<file path="config.mk">
export PLATFORM = sky130hd
export DESIGN_NAME = peripheral_dbg_pu_riscv_ahb2tl_bridge_flat
export DESIGN_NICKNAME = d
export VERILOG_FILES = /design/src/rtl/peripheral_dbg_pu_riscv_ahb2tl_pkg.sv /design/src/rtl/peripheral_dbg_pu_riscv_ahb2tl_bridge_if.sv /design/src/rtl/peripheral_dbg_pu_riscv_ahb2tl_mask.sv /design/src/rtl/peripheral_dbg_pu_riscv_ahb2tl_bridge.sv /design/src/flat_wrapper.sv
export SDC_FILE = /design/constraint.sdc
export NUM_CORES = 1
export LEC_CHECK = 0
export ABC_AREA = 1
export CORE_MARGIN = 4
export CORE_UTILIZATION = 32
export CTS_CLUSTER_DIAMETER = 50
export DETAILED_ROUTE_END_ITERATION = 8
export GPL_ROUTABILITY_DRIVEN = 0
export GPL_TIMING_DRIVEN = 0
export HOLD_SLACK_MARGIN = 0.08
export MAX_ROUTING_LAYER = met4
export PLACE_DENSITY = 0.88
export SYNTH_ARGS = -nofsm -noshare
export SYNTH_HDL_FRONTEND = slang
export SYNTH_HIERARCHICAL = 1
export SYNTH_SLANG_ARGS = --single-unit
</file>
<file path="constraint.sdc">
create_clock -name HCLK -period 2 [get_ports HCLK]
set_input_delay 0.5 -clock HCLK [delete_from_list [all_inputs] [get_ports HCLK]]
set_output_delay 0.5 -clock HCLK [all_outputs]
set_load 0.01 [all_outputs]
</file>
<file path="src/rtl/peripheral_dbg_pu_riscv_ahb2tl_pkg.sv">
// Shared encodings for the debug AHB-Lite to TL-UL bridge: AHB transfer/response
// codes, TL-UL opcodes and the bridge FSM state type.
package peripheral_dbg_pu_riscv_ahb2tl_pkg;

  localparam logic [1:0] HTRANS_IDLE   = 2'd0;
  localparam logic [1:0] HTRANS_BUSY   = 2'd1;
  localparam logic [1:0] HTRANS_NONSEQ = 2'd2;
  localparam logic [1:0] HTRANS_SEQ    = 2'd3;

  localparam logic HRESP_OKAY  = 1'b0;
  localparam logic HRESP_ERROR = 1'b1;

  localparam logic [2:0] TL_GET             = 3'd4;
  localparam logic [2:0] TL_PUT_FULL_DATA   = 3'd0;
  localparam logic [2:0] TL_ACCESS_ACK      = 3'd0;
  localparam logic [2:0] TL_ACCESS_ACK_DATA = 3'd1;

  typedef enum logic [2:0] {
    ST_IDLE,
    ST_REQ,
    ST_RESP,
    ST_ERR1,
    ST_ERR2
  } state_e;

endpackage

</file>
<file path="src/rtl/peripheral_dbg_pu_riscv_ahb2tl_bridge_if.sv">
// AHB-Lite slave port plus TL-UL A/D channels of the bridge, bundled as one interface.
interface peripheral_dbg_pu_riscv_ahb2tl_bridge_if #(
  parameter int ADDR_WIDTH      = 32,
  parameter int DATA_WIDTH      = 32,
  parameter int TL_SOURCE_WIDTH = 4
);
  logic                       HSEL;
  logic [ADDR_WIDTH-1:0]      HADDR;
  logic [DATA_WIDTH-1:0]      HWDATA;
  logic [DATA_WIDTH-1:0]      HRDATA;
  logic                       HWRITE;
  logic [2:0]                 HSIZE;
  logic [2:0]                 HBURST;
  logic [3:0]                 HPROT;
  logic [1:0]                 HTRANS;
  logic                       HMASTLOCK;
  logic                       HREADY;
  logic                       HREADYOUT;
  logic                       HRESP;

  logic                       a_valid;
  logic                       a_ready;
  logic [2:0]                 a_opcode;
  logic [2:0]                 a_param;
  logic [2:0]                 a_size;
  logic [TL_SOURCE_WIDTH-1:0] a_source;
  logic [ADDR_WIDTH-1:0]      a_address;
  logic [DATA_WIDTH/8-1:0]    a_mask;
  logic [DATA_WIDTH-1:0]      a_data;

  logic                       d_valid;
  logic                       d_ready;
  logic [2:0]                 d_opcode;
  logic [DATA_WIDTH-1:0]      d_data;
  logic                       d_error;

  // Handshakes: a transfer happens on a rising edge where valid and ready are both
  // high; valid and its payload hold steady until then and never wait on ready.
  // slave is the bridge's view; master is the surrounding system (AHB master + TL slave).
  modport slave (
    input  HSEL, HADDR, HWDATA, HWRITE, HSIZE, HBURST, HPROT, HTRANS, HMASTLOCK, HREADY,
    output HRDATA, HREADYOUT, HRESP,
    output a_valid, a_opcode, a_param, a_size, a_source, a_address, a_mask, a_data,
    input  a_ready,
    input  d_valid, d_opcode, d_data, d_error,
    output d_ready
  );

  modport master (
    output HSEL, HADDR, HWDATA, HWRITE, HSIZE, HBURST, HPROT, HTRANS, HMASTLOCK, HREADY,
    input  HRDATA, HREADYOUT, HRESP,
    input  a_valid, a_opcode, a_param, a_size, a_source, a_address, a_mask, a_data,
    output a_ready,
    output d_valid, d_opcode, d_data, d_error,
    input  d_ready
  );

endinterface

</file>
<file path="src/rtl/peripheral_dbg_pu_riscv_ahb2tl_mask.sv">
// Byte-lane mask and size/alignment legality for one AHB transfer.
module peripheral_dbg_pu_riscv_ahb2tl_mask #(
  parameter  int DATA_WIDTH = 32,
  localparam int STRB       = DATA_WIDTH / 8,
  localparam int OFF_W      = $clog2(STRB)
) (
  input  logic [OFF_W-1:0] addr_lo,
  input  logic [2:0]       size,
  output logic [STRB-1:0]  mask,
  output logic             legal
);

  int lo;
  int len;

  always_comb begin
    lo    = int'(addr_lo);
    len   = 1 << size;
    mask  = '0;
    legal = 1'b1;
    for (int i = 0; i < STRB; i++) begin
      if (i >= lo && i < lo + len) mask[i] = 1'b1;
    end
    if (int'(size) > OFF_W) legal = 1'b0;
    // any address bit below the transfer size makes it misaligned
    for (int i = 0; i < OFF_W; i++) begin
      if (i < int'(size) && addr_lo[i]) legal = 1'b0;
    end
  end

endmodule

</file>
<file path="src/rtl/peripheral_dbg_pu_riscv_ahb2tl_bridge.sv">
// AHB-Lite slave to TL-UL master bridge: one AHB single transfer becomes one
// Get/PutFullData, with a single transaction outstanding.
module peripheral_dbg_pu_riscv_ahb2tl_bridge
  import peripheral_dbg_pu_riscv_ahb2tl_pkg::*;
#(
  parameter int ADDR_WIDTH      = 32,
  parameter int DATA_WIDTH      = 32,
  parameter int TL_SOURCE_WIDTH = 4,
  parameter int TL_SOURCE_ID    = 0
) (
  input  logic   HCLK,
  input  logic   HRESETn,
  peripheral_dbg_pu_riscv_ahb2tl_bridge_if.slave bus,
  output state_e dbg_state
);

  localparam int STRB  = DATA_WIDTH / 8;
  localparam int OFF_W = $clog2(STRB);

  state_e                state_q, state_d;
  logic [ADDR_WIDTH-1:0] haddr_q;
  logic                  hwrite_q;
  logic [2:0]            hsize_q;
  logic [STRB-1:0]       mask_q, mask_c;
  logic                  legal_c;
  logic                  hreadyout_q, hreadyout_d;
  logic                  hresp_q, hresp_d;
  logic [DATA_WIDTH-1:0] hrdata_q, hrdata_d;
  logic                  accept, latch, a_valid, d_ready;

  peripheral_dbg_pu_riscv_ahb2tl_mask #(.DATA_WIDTH(DATA_WIDTH)) u_mask (
    .addr_lo (bus.HADDR[OFF_W-1:0]),
    .size    (bus.HSIZE),
    .mask    (mask_c),
    .legal   (legal_c)
  );

  assign accept = bus.HSEL & bus.HREADY & bus.HTRANS[1];

  always_ff @(posedge HCLK) begin
    if (!HRESETn) begin
      state_q     <= ST_IDLE;
      haddr_q     <= '0;
      hwrite_q    <= 1'b0;
      hsize_q     <= '0;
      mask_q      <= '0;
      hreadyout_q <= 1'b1;
      hresp_q     <= HRESP_OKAY;
      hrdata_q    <= '0;
    end else begin
      state_q     <= state_d;
      hreadyout_q <= hreadyout_d;
      hresp_q     <= hresp_d;
      hrdata_q    <= hrdata_d;
      if (latch) begin
        haddr_q  <= bus.HADDR;
        hwrite_q <= bus.HWRITE;
        hsize_q  <= bus.HSIZE;
        mask_q   <= mask_c;
      end
    end
  end

  always_comb begin
    state_d     = state_q;
    hreadyout_d = hreadyout_q;
    hresp_d     = hresp_q;
    hrdata_d    = hrdata_q;
    latch       = 1'b0;
    a_valid     = 1'b0;
    d_ready     = 1'b0;
    case (state_q)
      // ERR2 is the second error cycle and already completes the data phase,
      // so it takes a new address phase exactly like IDLE does.
      ST_IDLE, ST_ERR2: begin
        state_d     = ST_IDLE;
        hreadyout_d = 1'b1;
        hresp_d     = HRESP_OKAY;
        if (accept) begin
          latch       = 1'b1;
          hreadyout_d = 1'b0;
          if (legal_c) begin
            state_d = ST_REQ;
          end else begin
            state_d = ST_ERR1;
            hresp_d = HRESP_ERROR;
          end
        end
      end
      ST_REQ: begin
        a_valid = 1'b1;
        if (bus.a_ready) state_d = ST_RESP;
      end
      ST_RESP: begin
        d_ready = 1'b1;
        if (bus.d_valid) begin
          if (bus.d_error) begin
            hresp_d = HRESP_ERROR;
            state_d = ST_ERR1;
          end else begin
            if (!hwrite_q) hrdata_d = bus.d_data;
            hreadyout_d = 1'b1;
            hresp_d     = HRESP_OKAY;
            state_d     = ST_IDLE;
          end
        end
      end
      ST_ERR1: begin
        hreadyout_d = 1'b1;
        state_d     = ST_ERR2;
      end
      default: state_d = ST_IDLE;
    endcase
  end

  assign bus.HRDATA    = hrdata_q;
  assign bus.HREADYOUT = hreadyout_q;
  assign bus.HRESP     = hresp_q;
  assign bus.a_valid   = a_valid;
  assign bus.a_opcode  = hwrite_q ? TL_PUT_FULL_DATA : TL_GET;
  assign bus.a_param   = 3'd0;
  assign bus.a_size    = hsize_q;
  assign bus.a_source  = TL_SOURCE_WIDTH'(TL_SOURCE_ID);
  assign bus.a_address = haddr_q;
  assign bus.a_mask    = mask_q;
  // HWDATA is held by the master while HREADYOUT is low, so it feeds A directly
  assign bus.a_data    = bus.HWDATA;
  assign bus.d_ready   = d_ready;
  assign dbg_state     = state_q;

  logic unused_bits;
  assign unused_bits = ^{bus.HTRANS[0], bus.HBURST, bus.HPROT, bus.HMASTLOCK, bus.d_opcode};

endmodule

</file>
<file path="src/flat_wrapper.sv">
// flat-port wrapper written by rule: the top's interface ports become plain ports
module peripheral_dbg_pu_riscv_ahb2tl_bridge_flat import peripheral_dbg_pu_riscv_ahb2tl_pkg::*;
#(
  parameter int ADDR_WIDTH      = 32,
  parameter int DATA_WIDTH      = 32,
  parameter int TL_SOURCE_WIDTH = 4,
  parameter int TL_SOURCE_ID    = 0
)
  (HCLK, HRESETn, dbg_state, bus_HSEL, bus_HADDR, bus_HWDATA, bus_HWRITE, bus_HSIZE, bus_HBURST, bus_HPROT, bus_HTRANS, bus_HMASTLOCK, bus_HREADY, bus_HRDATA, bus_HREADYOUT, bus_HRESP, bus_a_valid, bus_a_opcode, bus_a_param, bus_a_size, bus_a_source, bus_a_address, bus_a_mask, bus_a_data, bus_a_ready, bus_d_valid, bus_d_opcode, bus_d_data, bus_d_error, bus_d_ready);
  peripheral_dbg_pu_riscv_ahb2tl_bridge_if #(.ADDR_WIDTH(ADDR_WIDTH), .DATA_WIDTH(DATA_WIDTH), .TL_SOURCE_WIDTH(TL_SOURCE_WIDTH)) bus_i ();
  input  logic HCLK;
  input  logic HRESETn;
  output state_e dbg_state;
  input wire logic [$bits(bus_i.HSEL)-1:0] bus_HSEL;
  input wire logic [$bits(bus_i.HADDR)-1:0] bus_HADDR;
  input wire logic [$bits(bus_i.HWDATA)-1:0] bus_HWDATA;
  input wire logic [$bits(bus_i.HWRITE)-1:0] bus_HWRITE;
  input wire logic [$bits(bus_i.HSIZE)-1:0] bus_HSIZE;
  input wire logic [$bits(bus_i.HBURST)-1:0] bus_HBURST;
  input wire logic [$bits(bus_i.HPROT)-1:0] bus_HPROT;
  input wire logic [$bits(bus_i.HTRANS)-1:0] bus_HTRANS;
  input wire logic [$bits(bus_i.HMASTLOCK)-1:0] bus_HMASTLOCK;
  input wire logic [$bits(bus_i.HREADY)-1:0] bus_HREADY;
  output wire logic [$bits(bus_i.HRDATA)-1:0] bus_HRDATA;
  output wire logic [$bits(bus_i.HREADYOUT)-1:0] bus_HREADYOUT;
  output wire logic [$bits(bus_i.HRESP)-1:0] bus_HRESP;
  output wire logic [$bits(bus_i.a_valid)-1:0] bus_a_valid;
  output wire logic [$bits(bus_i.a_opcode)-1:0] bus_a_opcode;
  output wire logic [$bits(bus_i.a_param)-1:0] bus_a_param;
  output wire logic [$bits(bus_i.a_size)-1:0] bus_a_size;
  output wire logic [$bits(bus_i.a_source)-1:0] bus_a_source;
  output wire logic [$bits(bus_i.a_address)-1:0] bus_a_address;
  output wire logic [$bits(bus_i.a_mask)-1:0] bus_a_mask;
  output wire logic [$bits(bus_i.a_data)-1:0] bus_a_data;
  input wire logic [$bits(bus_i.a_ready)-1:0] bus_a_ready;
  input wire logic [$bits(bus_i.d_valid)-1:0] bus_d_valid;
  input wire logic [$bits(bus_i.d_opcode)-1:0] bus_d_opcode;
  input wire logic [$bits(bus_i.d_data)-1:0] bus_d_data;
  input wire logic [$bits(bus_i.d_error)-1:0] bus_d_error;
  output wire logic [$bits(bus_i.d_ready)-1:0] bus_d_ready;
  assign bus_i.HSEL = bus_HSEL;
  assign bus_i.HADDR = bus_HADDR;
  assign bus_i.HWDATA = bus_HWDATA;
  assign bus_i.HWRITE = bus_HWRITE;
  assign bus_i.HSIZE = bus_HSIZE;
  assign bus_i.HBURST = bus_HBURST;
  assign bus_i.HPROT = bus_HPROT;
  assign bus_i.HTRANS = bus_HTRANS;
  assign bus_i.HMASTLOCK = bus_HMASTLOCK;
  assign bus_i.HREADY = bus_HREADY;
  assign bus_HRDATA = bus_i.HRDATA;
  assign bus_HREADYOUT = bus_i.HREADYOUT;
  assign bus_HRESP = bus_i.HRESP;
  assign bus_a_valid = bus_i.a_valid;
  assign bus_a_opcode = bus_i.a_opcode;
  assign bus_a_param = bus_i.a_param;
  assign bus_a_size = bus_i.a_size;
  assign bus_a_source = bus_i.a_source;
  assign bus_a_address = bus_i.a_address;
  assign bus_a_mask = bus_i.a_mask;
  assign bus_a_data = bus_i.a_data;
  assign bus_i.a_ready = bus_a_ready;
  assign bus_i.d_valid = bus_d_valid;
  assign bus_i.d_opcode = bus_d_opcode;
  assign bus_i.d_data = bus_d_data;
  assign bus_i.d_error = bus_d_error;
  assign bus_d_ready = bus_i.d_ready;
  peripheral_dbg_pu_riscv_ahb2tl_bridge #(.ADDR_WIDTH(ADDR_WIDTH), .DATA_WIDTH(DATA_WIDTH), .TL_SOURCE_WIDTH(TL_SOURCE_WIDTH), .TL_SOURCE_ID(TL_SOURCE_ID)) u_core (.HCLK(HCLK), .HRESETn(HRESETn), .bus(bus_i), .dbg_state(dbg_state));
endmodule
</file>
Yosys cells after proc, flatten, opt, wreduce, memory -nomap -nowiden
Cells that the tools add are included.
Widths: inputs -> output; s select.
{"block": "word_totals", "output_inout_bits": 120, "regBits": 77, "inputBits": 120}
{"block": "classes", "mux": 27, "bitwise": 4, "addsub": 1, "shift": 1, "reduce_logical": 13, "magnitude_cmp": 10, "n_eq_ne": 7}
{"cell": "$lt 3x32->1 const A", "count": 2}
{"cell": "$add 3x32->32", "count": 1}
{"cell": "$lt 1x32->1 const A", "count": 1}
{"cell": "$lt 2x32->1 const A", "count": 1}
{"cell": "$shl 1x3->32 const A", "count": 1}
{"cell": "$mux 1", "count": 18}
{"cell": "$mux 3", "count": 4}
{"cell": "$pmux 3 s4", "count": 1}
{"cell": "$eq 3x2->1 const B", "count": 2}
{"cell": "$lt 1x3->1 const A", "count": 2}
{"cell": "$ne 2x2->1 const B", "count": 3}
{"cell": "$logic_and 1x1->1", "count": 5}
{"cell": "$ge 1x2->1 const A", "count": 2}
{"cell": "$mux 2", "count": 2}
{"cell": "$reduce_and 2->1", "count": 2}
{"cell": "$reduce_and 4->1", "count": 1}
{"cell": "$eq 3x1->1 const B", "count": 1}
{"cell": "$eq 3x3->1 const B", "count": 1}
{"cell": "$gt 3x2->1 const B", "count": 1}
{"cell": "$logic_not 3->1", "count": 1}
{"cell": "$pmux 1 s3", "count": 1}
{"cell": "$reduce_and 3->1", "count": 1}
{"cell": "$reduce_bool 3->1", "count": 1}
{"cell": "$and 1x1->1", "count": 2}
{"cell": "5 further kinds", "count": 6}

Depth between registers and ports, before layout
Gate-level depths: netlist (run 1).
{"block": "logic_depth", "word_depth": 7, "depth_mapped": 12, "mapped_depth_nobuf": 12}

Hierarchy
The synthesis (run 1) kept the hierarchy.
{"mod": "peripheral_dbg_pu_riscv_ahb2tl_bridge", "area_per_inst_um2": 3226.8, "instances": 1, "cells_each": 405, "seq_area_each_um2": 1541.5}
{"mod": "peripheral_dbg_pu_riscv_ahb2tl_mask", "area_per_inst_um2": 171.4, "instances": 1, "cells_each": 32, "seq_area_each_um2": 0.0}

Worst setup path after synthesis (run 1)
Ideal clock, no wire load.
{"block": "synth_timing", "kind": "input to register", "start": "input port bus_HSIZE[2]", "end": "register u_core.mask_q[2], in the netlist u_core/bus.a_mask[2]", "stages": 11, "required_time_ns": 1.884, "slack_ns": 0.113, "t_arrival_ns": 1.771, "cell_sequence": "nor2_2 inv_2 nor2_2 ha_1 fa_1 nand2_1 nand3_1 nand2_1 inv_1 o21ai_0 nor2_1"}
{"block": "synth_via", "elab_chain_len": 5}
{"element": "start, declared", "line": "flat_wrapper.sv:18", "text": "input wire logic [$bits(bus_i.HSIZE)-1:0] bus_HSIZE;"}
{"element": "$shl 1x3->32", "line": "peripheral_dbg_pu_riscv_ahb2tl_mask.sv:18", "text": "len = 1 << size;"}
{"element": "$add 3x32->32", "line": "peripheral_dbg_pu_riscv_ahb2tl_mask.sv:22", "text": "if (i >= lo && i < lo + len) mask[i] = 1'b1;"}
{"element": "$lt 3x32->1", "line": "peripheral_dbg_pu_riscv_ahb2tl_mask.sv:22"}
{"element": "$logic_and 1x1->1", "line": "peripheral_dbg_pu_riscv_ahb2tl_mask.sv:22"}
{"element": "$mux 1", "line": "peripheral_dbg_pu_riscv_ahb2tl_mask.sv:22"}
{"element": "net u_core.mask_c[2]", "line": "peripheral_dbg_pu_riscv_ahb2tl_bridge.sv:24", "text": "logic [STRB-1:0] mask_q, mask_c;"}
{"element": "end signal, assigned", "line": "peripheral_dbg_pu_riscv_ahb2tl_bridge.sv:59", "text": "mask_q <= mask_c;"}
{"element": "end, declared", "line": "peripheral_dbg_pu_riscv_ahb2tl_bridge.sv:24"}
The timed path passes the listed nets, and every way through them passes these cells.
A chain may end at the register's enable or synchronous reset.

Final worst setup path (run 1)
{"block": "layout_timing", "start": "input port bus_HSIZE[1]", "end": "register u_core.mask_q[2], in the netlist u_core/bus.a_mask[2]"}
The elaborated chain is that of the path after synthesis.

==> results of run 1 <==
## cell type report
class,count,area [um2]
Sequential cell,77,1540
Buffer,63,470
Clock inverter,3,42.5
Inverter,55,209
Timing Repair Buffer,186,1850
Fill cell,923,4640
Tap cell,136,170
Multi-Input combinational cell,250,1230
Clock buffer,13,169
## metal layers
metal	track usage	vias to the layer above	routed length, um
met5	-	-	0
met1	0.182	1544	4140
met2	0.310	138	5660
li1	-	1734	-
met3	0.0540	8	759
met4	0.0349	0	106
## stage by stage
stage	cell area (um2)	util	worst slack [ns]	power, uW	TNS [ns]
2_1_floorplan	3430	-	0.113	2100	0
3_3_place_gp	5450	0.528	-0.530	2550	-1.35
3_5_place_dp	5450	0.528	-0.628	2570	-1.65
4_1_cts	5670	0.550	0.00278	3830	0
5_1_grt	5680	0.550	0.00365	3990	0
6_report	5680	0.550	0.0668	3760	0
## report_power, final
group / switching (uW) / total, uW / internal [uW]
sequential: 51.0 / 1670 / 1620
clock: 549 / 1230 / 678
combinational: 369 / 864 / 495
total: 970 / 3760 / 2790
## critical path, cell delays in order
cell	delay (ns)
sky130_fd_sc_hd__dlygate4sd2_1	0.28
sky130_fd_sc_hd__nor2_2	0.13
sky130_fd_sc_hd__inv_2	0.07
sky130_fd_sc_hd__nor2_4	0.12
sky130_fd_sc_hd__ha_4	0.15
sky130_fd_sc_hd__fa_1	0.44
sky130_fd_sc_hd__nand2_1	0.10
sky130_fd_sc_hd__nand3_1	0.09
sky130_fd_sc_hd__nand2_1	0.08
sky130_fd_sc_hd__inv_1	0.04
sky130_fd_sc_hd__o21ai_1	0.11
sky130_fd_sc_hd__nor2_1	0.05
## placed cells by master, fill, tap and decap left out, types with 2 or more instances in the layout
cell and n:
sky130_fd_sc_hd__clkdlybuf4s50_1 179, sky130_fd_sc_hd__nor2_1 77, sky130_fd_sc_hd__dfxtp_1 76, sky130_fd_sc_hd__inv_1 52
sky130_fd_sc_hd__o21ai_0 44, sky130_fd_sc_hd__buf_4 42, sky130_fd_sc_hd__a21oi_1 35, sky130_fd_sc_hd__o21ai_1 30
sky130_fd_sc_hd__nand2_1 17, sky130_fd_sc_hd__nor2_2 13, sky130_fd_sc_hd__clkbuf_8 12, sky130_fd_sc_hd__nand3_1 10
sky130_fd_sc_hd__clkbuf_1 9, sky130_fd_sc_hd__conb_1 9, sky130_fd_sc_hd__buf_2 6, sky130_fd_sc_hd__buf_6 6
sky130_fd_sc_hd__dlygate4sd2_1 4, sky130_fd_sc_hd__nor2_4 3, sky130_fd_sc_hd__nand2_2 2, sky130_fd_sc_hd__nand4_1 2
sky130_fd_sc_hd__nor3_1 2, sky130_fd_sc_hd__inv_2 2
## repair_timing
item,in CTS,in global routing
resized for setup,9,6
setup endpoints to repair,5,2
setup buffers,1,0
pin swaps,2,4
## cell families after synthesis
| group | Yosys count | synth area share |
|---|---|---|
| AO/OA/AOI/OAI | 110 | 0.163 |
| adder cells (fa/ha/maj) | 3 | 0.0133 |
| buffers and inverters | 118 | 0.200 |
| flip-flops | 77 | 0.454 |
| other | 1 | 0.00110 |
| AND/OR/NAND/NOR | 128 | 0.169 |
## state kept, by name (all words and copies together), names as in the netlist
signal,cells
u_core/bus.HRDATA,32
u_core/bus.HREADYOUT,1
u_core/bus.HRESP,1
u_core/bus.a_address,32
u_core/bus.a_mask,4
u_core/bus.a_size,3
u_core/dbg_state,3
u_core/hwrite_q,1
## worst min-delay path by stage
stage | cells after the start | slack, ns | start | end
2_1_floorplan | 2 | 0.47 | u_core/bus.HRDATA[0] | u_core/bus.HRDATA[0]
3_3_place_gp | 2 | 0.43 | u_core/bus.HRDATA[19] | u_core/bus.HRDATA[19]
3_5_place_dp | 2 | 0.44 | u_core/bus.HRDATA[19] | u_core/bus.HRDATA[19]
4_1_cts | 2 | 0.45 | u_core/bus.HRDATA[13] | u_core/bus.HRDATA[13]
5_1_grt | 2 | 0.47 | u_core/bus.HRDATA[22] | u_core/bus.HRDATA[22]
6_report | 2 | 0.44 | u_core/bus.HRDATA[29] | u_core/bus.HRDATA[29]
==> impl_metrics.yaml, run 1 <==
timing:
  layout_min_cycle_time_ns: 1.93
  holdWs_ns: 0.444
  fin_crit_share: 0.967
  final_hold_viol_count: 0
  setup_viol: 0
  drv_slew: 0
  fmaxAchievable_mhz: 517
  finClkSkew_ns: 0.0114
  rsz0062_at_grt: "no"
placed_design:
  io_buffer_count: 185
  dp.final_hpwl_um: 8560
  placed_insts: 766
final_layout:
  final_cell_count_no_fill: 783
  nNetsFinal: 765
  final_layout_size_suffix_gt1_frac: 0.151
  area_delta_synth_final_pct: 67.2
  antenna_cells: 0
cts:
  cts.sink_count: 77
  tritoncts: "done"
  worst_skew_pair.late_latency_ns: 0.34
  cts_hold_repair.buffers: 0
  root_buffer_cell: "sky130_fd_sc_hd__clkbuf_8"
  cts-buffers-inserted: 9
  h-tree-depth: 3
  cts-root-to-sink-buffers: 2
  clock_pin_slew_on_the_worst_setup_and_hold_paths_ns: 0.08
critical_path:
  worst_setup_path_start: "bus_HSIZE[1]"
  crit_arrival_ns: 2.17
  path_class: "primary input to flip-flop"
  reg2reg_slack_ns: 0.63
  crit_end: "u_core/bus.a_mask[2]"
  setup.worst_path.start_class: "primary input"
  path_max_fanout: 3
  endpoint_kind: "flip-flop"
  timing.reg2reg.worst_path_depth: 6
  critPathRequiredTime_ns: 2.23
  regToRegEndpoint: "u_core/bus.HRDATA[21]"
  r2r_start: "u_core/dbg_state[1]"
yosys:
  ys_top_cells_by_count: "78 x sky130_fd_sc_hd__nor2_1, 77 x sky130_fd_sc_hd__dfxtp_1, 52 x sky130_fd_sc_hd__inv_1"
  netlist_instances: 437
  synth_seq_cells: 77
  mapped_avg_cell_area_um2: 7.78
  synth-main-ff-cell: "sky130_fd_sc_hd__dfxtp_1"
  synth_edf_count: 0
  synth_warnings: 6
  synth.lib_cells_used.distinct: 27
  synth.most_common_cell: "sky130_fd_sc_hd__nor2_1"
  synth_area_leaders: "sky130_fd_sc_hd__dfxtp_1 45%, sky130_fd_sc_hd__buf_4 9.1%, sky130_fd_sc_hd__nor2_1 8.6%"
  asyncSetResetFlopFracSynth: 0
  synth_sequential_area_ratio: 0.454
  proportion_of_netlist_area_held_by_the_largest_area_contributor: 0.454
  synthDominantAreaCellType: "sky130_fd_sc_hd__dfxtp_1"
  synthesis.area_um2: 3400
global_routing:
  vias_in_the_first_global_route: 3500
  grt_util_all_layers: 0.170
  antenna_violations_before_repair: 0
  first_pass_grt_wire_length_um: 16900
  grt_remaining_overflow: 0
  grt_max_degree: 13
route:
  detailroute.via_count: 3424
  route.detailed.vias_per_inst: 4.37
  drc_errors: 0
  drt_antenna_net_count: 0
  drtIter0Drc: 174
  routed_wirelength_um: 10700
  mean_routed_wirelength_per_cell_um: 13.6
  firstDrtPassIters: 7
power:
  power.density_nw_per_um2: 662
  power.static_leakage_uw: 0.00227
  max-vdd-ir-drop_v: 0.000337
floorplan:
  initial_utilization: 0.329
  fp.dieW_um: 111
  core_region_area_um2: 10300
  ios: 240
  num_rows: 37
  die_height_um: 111
  die_area_um2: 12300
status:
  run_status: "completed"
hold_path:
  min-delay-path-class: "flip-flop to flip-flop"
flow_run:
  max_cap_viol_count: 0
(Power assumes the default switching activity.)
==> inputs of run 2 (changes only) <==
==> constraint.sdc (replaced) <==
create_clock -name HCLK -period 2 [get_ports HCLK]
set_input_delay 0.5 -clock HCLK [delete_from_list [all_inputs] [get_ports HCLK]]
set_output_delay 0.5 -clock HCLK [all_outputs]
set_load 0.1 [all_outputs]
==> run 2 against run 1 <==
Net effect: hold slack improved by 0.0043 ns; utilization increased by 0.93 points; clock power increased by 6%; cell area increased by 1.7%; count of clock-buffer cells in the layout decreased by 1; largest power group is now combinational cells; highest routed layer unchanged.
==> impl_metrics.yaml, run 2 (synthesis gave the netlist of run 1 again) <==
status:
  run_status: "completed"
final_layout:
  area_taken_by_multi_input_logic_gates_um2: 1230
  final_layout_size_suffix_gt1_frac: 0.282
  layout.cells.most_common_list: "77 x sky130_fd_sc_hd__clkdlybuf4s15_2, 76 x sky130_fd_sc_hd__nor2_1, 74 x sky130_fd_sc_hd__dfxtp_1"
  postLayoutCellArea_um2: 5780
  area.sequential_um2: 1550
  antenna_cells: 0
  area_delta_synth_final_pct: 70.1
  num-fill-cells: 955
  mostFrequentLayoutCell: "sky130_fd_sc_hd__clkdlybuf4s15_2"
  nNetsFinal: 767
floorplan:
  ios: 240
  core_region_area_um2: 10300
  die_height_um: 111
  fp.dieW_um: 111
  num_rows: 37
  initial_utilization: 0.329
  die_area_um2: 12300
timing:
  layout_min_cycle_time_ns: 1.98
  setup_viol: 0
  finalSetupTns_ns: 0
  fmaxAchievable_mhz: 506
  finClkSkew_ns: 0.00900
  drv_slew: 0
  final_hold_viol_count: 0
  fin_crit_share: 0.988
  timing.max_slew.rel_slack: 0.354
  worst_pin_slew_ns: 0.973
  holdWs_ns: 0.448
critical_path:
  cpMaxStageDelayCell: "sky130_fd_sc_hd__fa_1"
  cp_slowest_stage_delay_ns: 0.45
  endpoint_kind: "flip-flop"
  crit_arrival_ns: 2.21
  critPathRequiredTime_ns: 2.23
  critical_path_cell_list: "dlygate4sd2_1 -> nor2_2 -> inv_2 -> nor2_4 -> ha_4 -> fa_1 -> inv_1 -> nand3_1 -> nand2_1 -> inv_1 -> o21ai_0 -> nor2_1"
  timing.critical_path.buf_inv: 4
  worstSetupPathDepth: 12
  path_max_fanout: 3
  worst_path_most_repeated_cell: "sky130_fd_sc_hd__inv_1"
  path_class: "primary input to flip-flop"
  path_delay_family: "adder cells"
  timing.reg2reg.worst_path_depth: 7
  setup.worst_path.start_class: "primary input"
global_routing:
  grt_max_degree: 14
  grt_util_all_layers: 0.172
  first_pass_grt_wire_length_um: 17100
  grt_remaining_overflow: 0
  vias_in_the_first_global_route: 3544
  antenna_violations_before_repair: 0
cts:
  cts-root-to-sink-buffers: 2
  cts.sink_count: 77
  root_buffer_cell: "sky130_fd_sc_hd__clkbuf_8"
  tritoncts: "done"
  cts_hold_repair.buffers: 0
  h-tree-depth: 3
  cts-buffers-inserted: 9
  clock_pin_slew_on_the_worst_setup_and_hold_paths_ns: 0.08
  worst_skew_pair.late_latency_ns: 0.34
hold_path:
  min-delay-path-class: "flip-flop to flip-flop"
  hold_depth: 2
placed_design:
  postPlaceCellArea_um2: 5460
  dp.final_hpwl_um: 8540
  io_buffer_count: 185
route:
  mean_routed_wirelength_per_cell_um: 13.7
  drtIter0Drc: 168
  routed_wirelength_um: 10800
  drt_antenna_net_count: 0
  detailroute.via_count: 3500
  firstDrtPassIters: 4
  drc_errors: 0
  route.detailed.vias_per_inst: 4.46
flow_run:
  max_cap_viol_count: 0
power:
  power.density_nw_per_um2: 814
  max-vdd-ir-drop_v: 0.000406
  power.static_leakage_uw: 0.00236
-- run 2: area by class of cell --
cell class	instances	area share
buffer	63	0.0814
clock buffer	12	0.0305
clock inverter	4	0.00888
inverter	55	0.0362
multi-input combinational	250	0.213
sequential	77	0.268
tap	136	0.0294
timing repair buffer	188	0.333
-- run 2: tightest hold or removal path: stages, from the launching register on --
cell	delay, ns
sky130_fd_sc_hd__dfxtp_1	0.32
sky130_fd_sc_hd__inv_1	0.05
sky130_fd_sc_hd__a21oi_1	0.05
-- run 2: per-layer routing --
layer  vias up  part of all wire  global-route usage
met4         0             0.020              0.0624
met1      1598              0.39               0.186
met2       137              0.52               0.303
met5         -                 0                   -
met3        20             0.063              0.0475
li1       1745                 -                   -
-- run 2: repair_timing --
item                                    in CTS  in global routing
pin swaps                                    2                  2
resized for setup                          278                  9
endpoints found under the setup margin     114                  3
setup buffers                                2                  1
-- run 2: power by group --
| part | internal [uW] | switching [uW] | leakage (uW) | total (uW) |
|---|---|---|---|---|
| clock network | 724 | 579 | 0.000114 | 1300 |
| registers | 1620 | 51.3 | 0.000628 | 1670 |
| logic | 448 | 1280 | 0.00162 | 1730 |
| total | 2790 | 1910 | 0.00236 | 4700 |
-- run 2: path summary, 6_finish.rpt --
check	end	slack, ns	startpoint
setup / recovery	u_core/bus.a_mask[1]	0.02	bus_HSIZE[1]
hold / removal	u_core/bus.HRDATA[0]	0.45	u_core/bus.HRDATA[0]
hold reg to reg	u_core/bus.HRDATA[0]	0.45	u_core/bus.HRDATA[0]
setup reg to reg	u_core/bus.HRDATA[19]	0.59	u_core/dbg_state[2]
-- run 2: metrics by stage --
stage,total power (uW),setup slack (ns),cells,util
4_1_cts,4760,0.00800,784,0.557
2_1_floorplan,3010,0.00591,445,-
3_3_place_gp,3460,-0.530,766,0.529
3_5_place_dp,3490,-0.596,766,0.529
5_1_grt,4910,-0.0138,785,0.560
6_report,4700,0.0234,785,0.560
==> inputs of run 3 (changes only) <==
--- a/config.mk
+++ b/config.mk
@@ -15,6 +15,7 @@
 export HOLD_SLACK_MARGIN = 0.08
 export MAX_ROUTING_LAYER = met4
 export PLACE_DENSITY = 0.88
+export SLEW_MARGIN = 40
 export SYNTH_ARGS = -nofsm -noshare
 export SYNTH_HDL_FRONTEND = slang
 export SYNTH_HIERARCHICAL = 1
==> run 3 against run 2 <==
Net effect: final cell count decreased by 0.13%; total power decreased by 6.0%; setup slack improved by 0.053 ns; fmax increased by 2.8%; sequential power about the same; register-to-register slack got worse by 0.02 ns; die area unchanged; global-route usage decreased by 0.81 points; clock skew increased by 0.0062 ns; count of clock-buffer cells in the layout decreased by 1; combinational power decreased by 4%; sequential cell count unchanged; critical endpoint is now u_core/bus.a_mask[2]; largest cell class unchanged; highest routed layer unchanged.
==> impl_metrics.yaml, run 3 (synthesis gave the netlist of run 1 again) <==
cts:
  cts_hold_repair.buffers: 0
  cts-root-to-sink-buffers: 2
  h-tree-depth: 3
  root_buffer_cell: "sky130_fd_sc_hd__clkbuf_8"
  clock_pin_slew_on_the_worst_setup_and_hold_paths_ns: 0.08
  worst_skew_pair.late_latency_ns: 0.34
  tritoncts: "done"
  cts.sink_count: 77
  cts-buffers-inserted: 9
power:
  max-vdd-ir-drop_v: 0.000375
  netSwitchingFraction: 0.430
  power.density_nw_per_um2: 864
  post-layout-total-power_uw: 4420
  internal-power_uw: 2520
  power.clock.fraction: 0.247
  sequential_group_share_of_total_power: 0.377
  comb_pwr_share: 0.375
  power.static_leakage_uw: 0.00239
  power.net_switching_uw: 1900
flow_run:
  max_cap_viol_count: 0
final_layout:
  final_layout_size_suffix_gt1_frac: 0.329
  nNetsFinal: 766
  num-fill-cells: 1018
  postLayoutCellArea_um2: 5120
  antenna_cells: 0
  layout.cells.most_common_list: "116 x sky130_fd_sc_hd__buf_2, 77 x sky130_fd_sc_hd__nor2_1, 74 x sky130_fd_sc_hd__dfxtp_1"
  mostFrequentLayoutCell: "sky130_fd_sc_hd__buf_2"
  area_delta_synth_final_pct: 50.6
timing:
  finalSetupTns_ns: 0
  fin_crit_share: 0.962
  final_hold_viol_count: 0
  drv_slew: 0
  layout_min_cycle_time_ns: 1.92
  fmaxAchievable_mhz: 520
  setup_viol: 0
  timing.max_slew.rel_slack: 0.655
  holdWs_ns: 0.446
  worst_pin_slew_ns: 0.522
  timing.final.ws_setup_ns: 0.0767
  finClkSkew_ns: 0.0152
floorplan:
  die_height_um: 111
  initial_utilization: 0.329
  core_region_area_um2: 10300
  ios: 240
  fp.dieW_um: 111
  num_rows: 37
  die_area_um2: 12300
hold_path:
  hold_depth: 2
  min-delay-path-class: "flip-flop to flip-flop"
placed_design:
  postPlaceCellArea_um2: 4900
  dp_slack_ns: -0.589
  io_buffer_count: 185
  dp.final_hpwl_um: 8120
route:
  detailroute.via_count: 3406
  drt_antenna_net_count: 0
  mean_routed_wirelength_per_cell_um: 13.0
  route.detailed.vias_per_inst: 4.34
  firstDrtPassIters: 4
  drc_errors: 0
  drtIter0Drc: 175
  routed_wirelength_um: 10200
critical_path:
  setup.worst_path.start_class: "primary input"
  path_max_fanout: 3
  timing.reg2reg.worst_path_depth: 7
  cpMaxStageDelayCell: "sky130_fd_sc_hd__fa_1"
  cp_slowest_stage_delay_ns: 0.44
  critical_path_cell_list: "dlygate4sd2_1 -> nor2_2 -> inv_2 -> nor2_4 -> ha_4 -> fa_1 -> nand2_1 -> nand3_1 -> nand2_1 -> inv_1 -> o21ai_1 -> nor2_1"
  worst_path_most_repeated_cell: "sky130_fd_sc_hd__nand2_1"
  path_class: "primary input to flip-flop"
  critPathRequiredTime_ns: 2.23
  endpoint_kind: "flip-flop"
  crit_arrival_ns: 2.15
global_routing:
  grt_max_degree: 14
  first_pass_grt_wire_length_um: 16500
  grt_remaining_overflow: 0
  antenna_violations_before_repair: 0
  vias_in_the_first_global_route: 3467
  grt_util_all_layers: 0.164
status:
  run_status: "completed"
-- run 3: changes by cell type in the layout (fill, tap and decap cells not counted), sizes merged --
cell | previous run | this run
clkbuf | 22 | 20
clkdlybuf4s15 | 77 | 0
dlygate4sd2 | 33 | 2
clkinvlp | 1 | 3
buf | 59 | 168
bufinv | 1 | 0
dlymetal6s2s | 2 | 1
-- run 3: timing repair --
item / CTS / global route
buffers inserted: 1 / 1
endpoints found under the hold margin: 0 / 0
resized for setup: 6 / 7
endpoints found under the setup margin: 4 / 2
pin swaps: 2 / 2
-- run 3: final timing paths --
check | to | start | slack, ns
hold / removal | u_core/bus.HRDATA[0] | u_core/bus.HRDATA[0] | 0.45
hold reg to reg | u_core/bus.HRDATA[0] | u_core/bus.HRDATA[0] | 0.45
setup reg to reg | u_core/bus.HRDATA[19] | u_core/dbg_state[2] | 0.57
setup / recovery | u_core/bus.a_mask[2] | bus_HSIZE[1] | 0.08
-- run 3: final cells by class --
class,count,area [um2],share of cell area
clock buffers,11,151,0.0296
repair buffers,187,1310,0.256
plain buffers,63,470,0.0919
clock inverters,5,33.8,0.00660
well taps,136,170,0.0332
flip-flops and latches,77,1550,0.302
inverters,55,209,0.0408
multi-input cells,250,1230,0.240
-- run 3: routing by layer --
metal	global-route usage	part of all wire	wire [um]	up-vias
li1	-	-	-	1737
met1	0.184	0.41	4230	1528
met2	0.287	0.50	5160	129
met3	0.0529	0.073	751	12
met4	0.0365	0.0087	89	0
met5	-	0	0	-
-- run 3: power groups by stage --
| stage | clock, uW | combinational (uW) | sequential (uW) |
|---|---|---|---|
| after floorplan | 0 | 697 | 2320 |
| after global placement | 0 | 1760 | 1700 |
| after detailed placement | 0 | 1660 | 1710 |
| after global routing | 1220 | 1740 | 1680 |
| final | 1090 | 1660 | 1670 |
| after CTS | 1140 | 1660 | 1670 |
-- run 3: stage by stage --
stage,util,instances
floorplan,-,445
global placement,0.529,766
finish,0.496,784
global route,0.496,784
CTS,0.494,783
detailed placement,0.475,766
-- run 3: worst max-delay path: cells and delay by family --
family | cells | cell delay [ns]
AOI/OAI and AO/OA | 1 | 0.12
buffers and inverters | 3 | 0.39
adders and majority gates | 2 | 0.59
and+or+nand+nor | 6 | 0.55
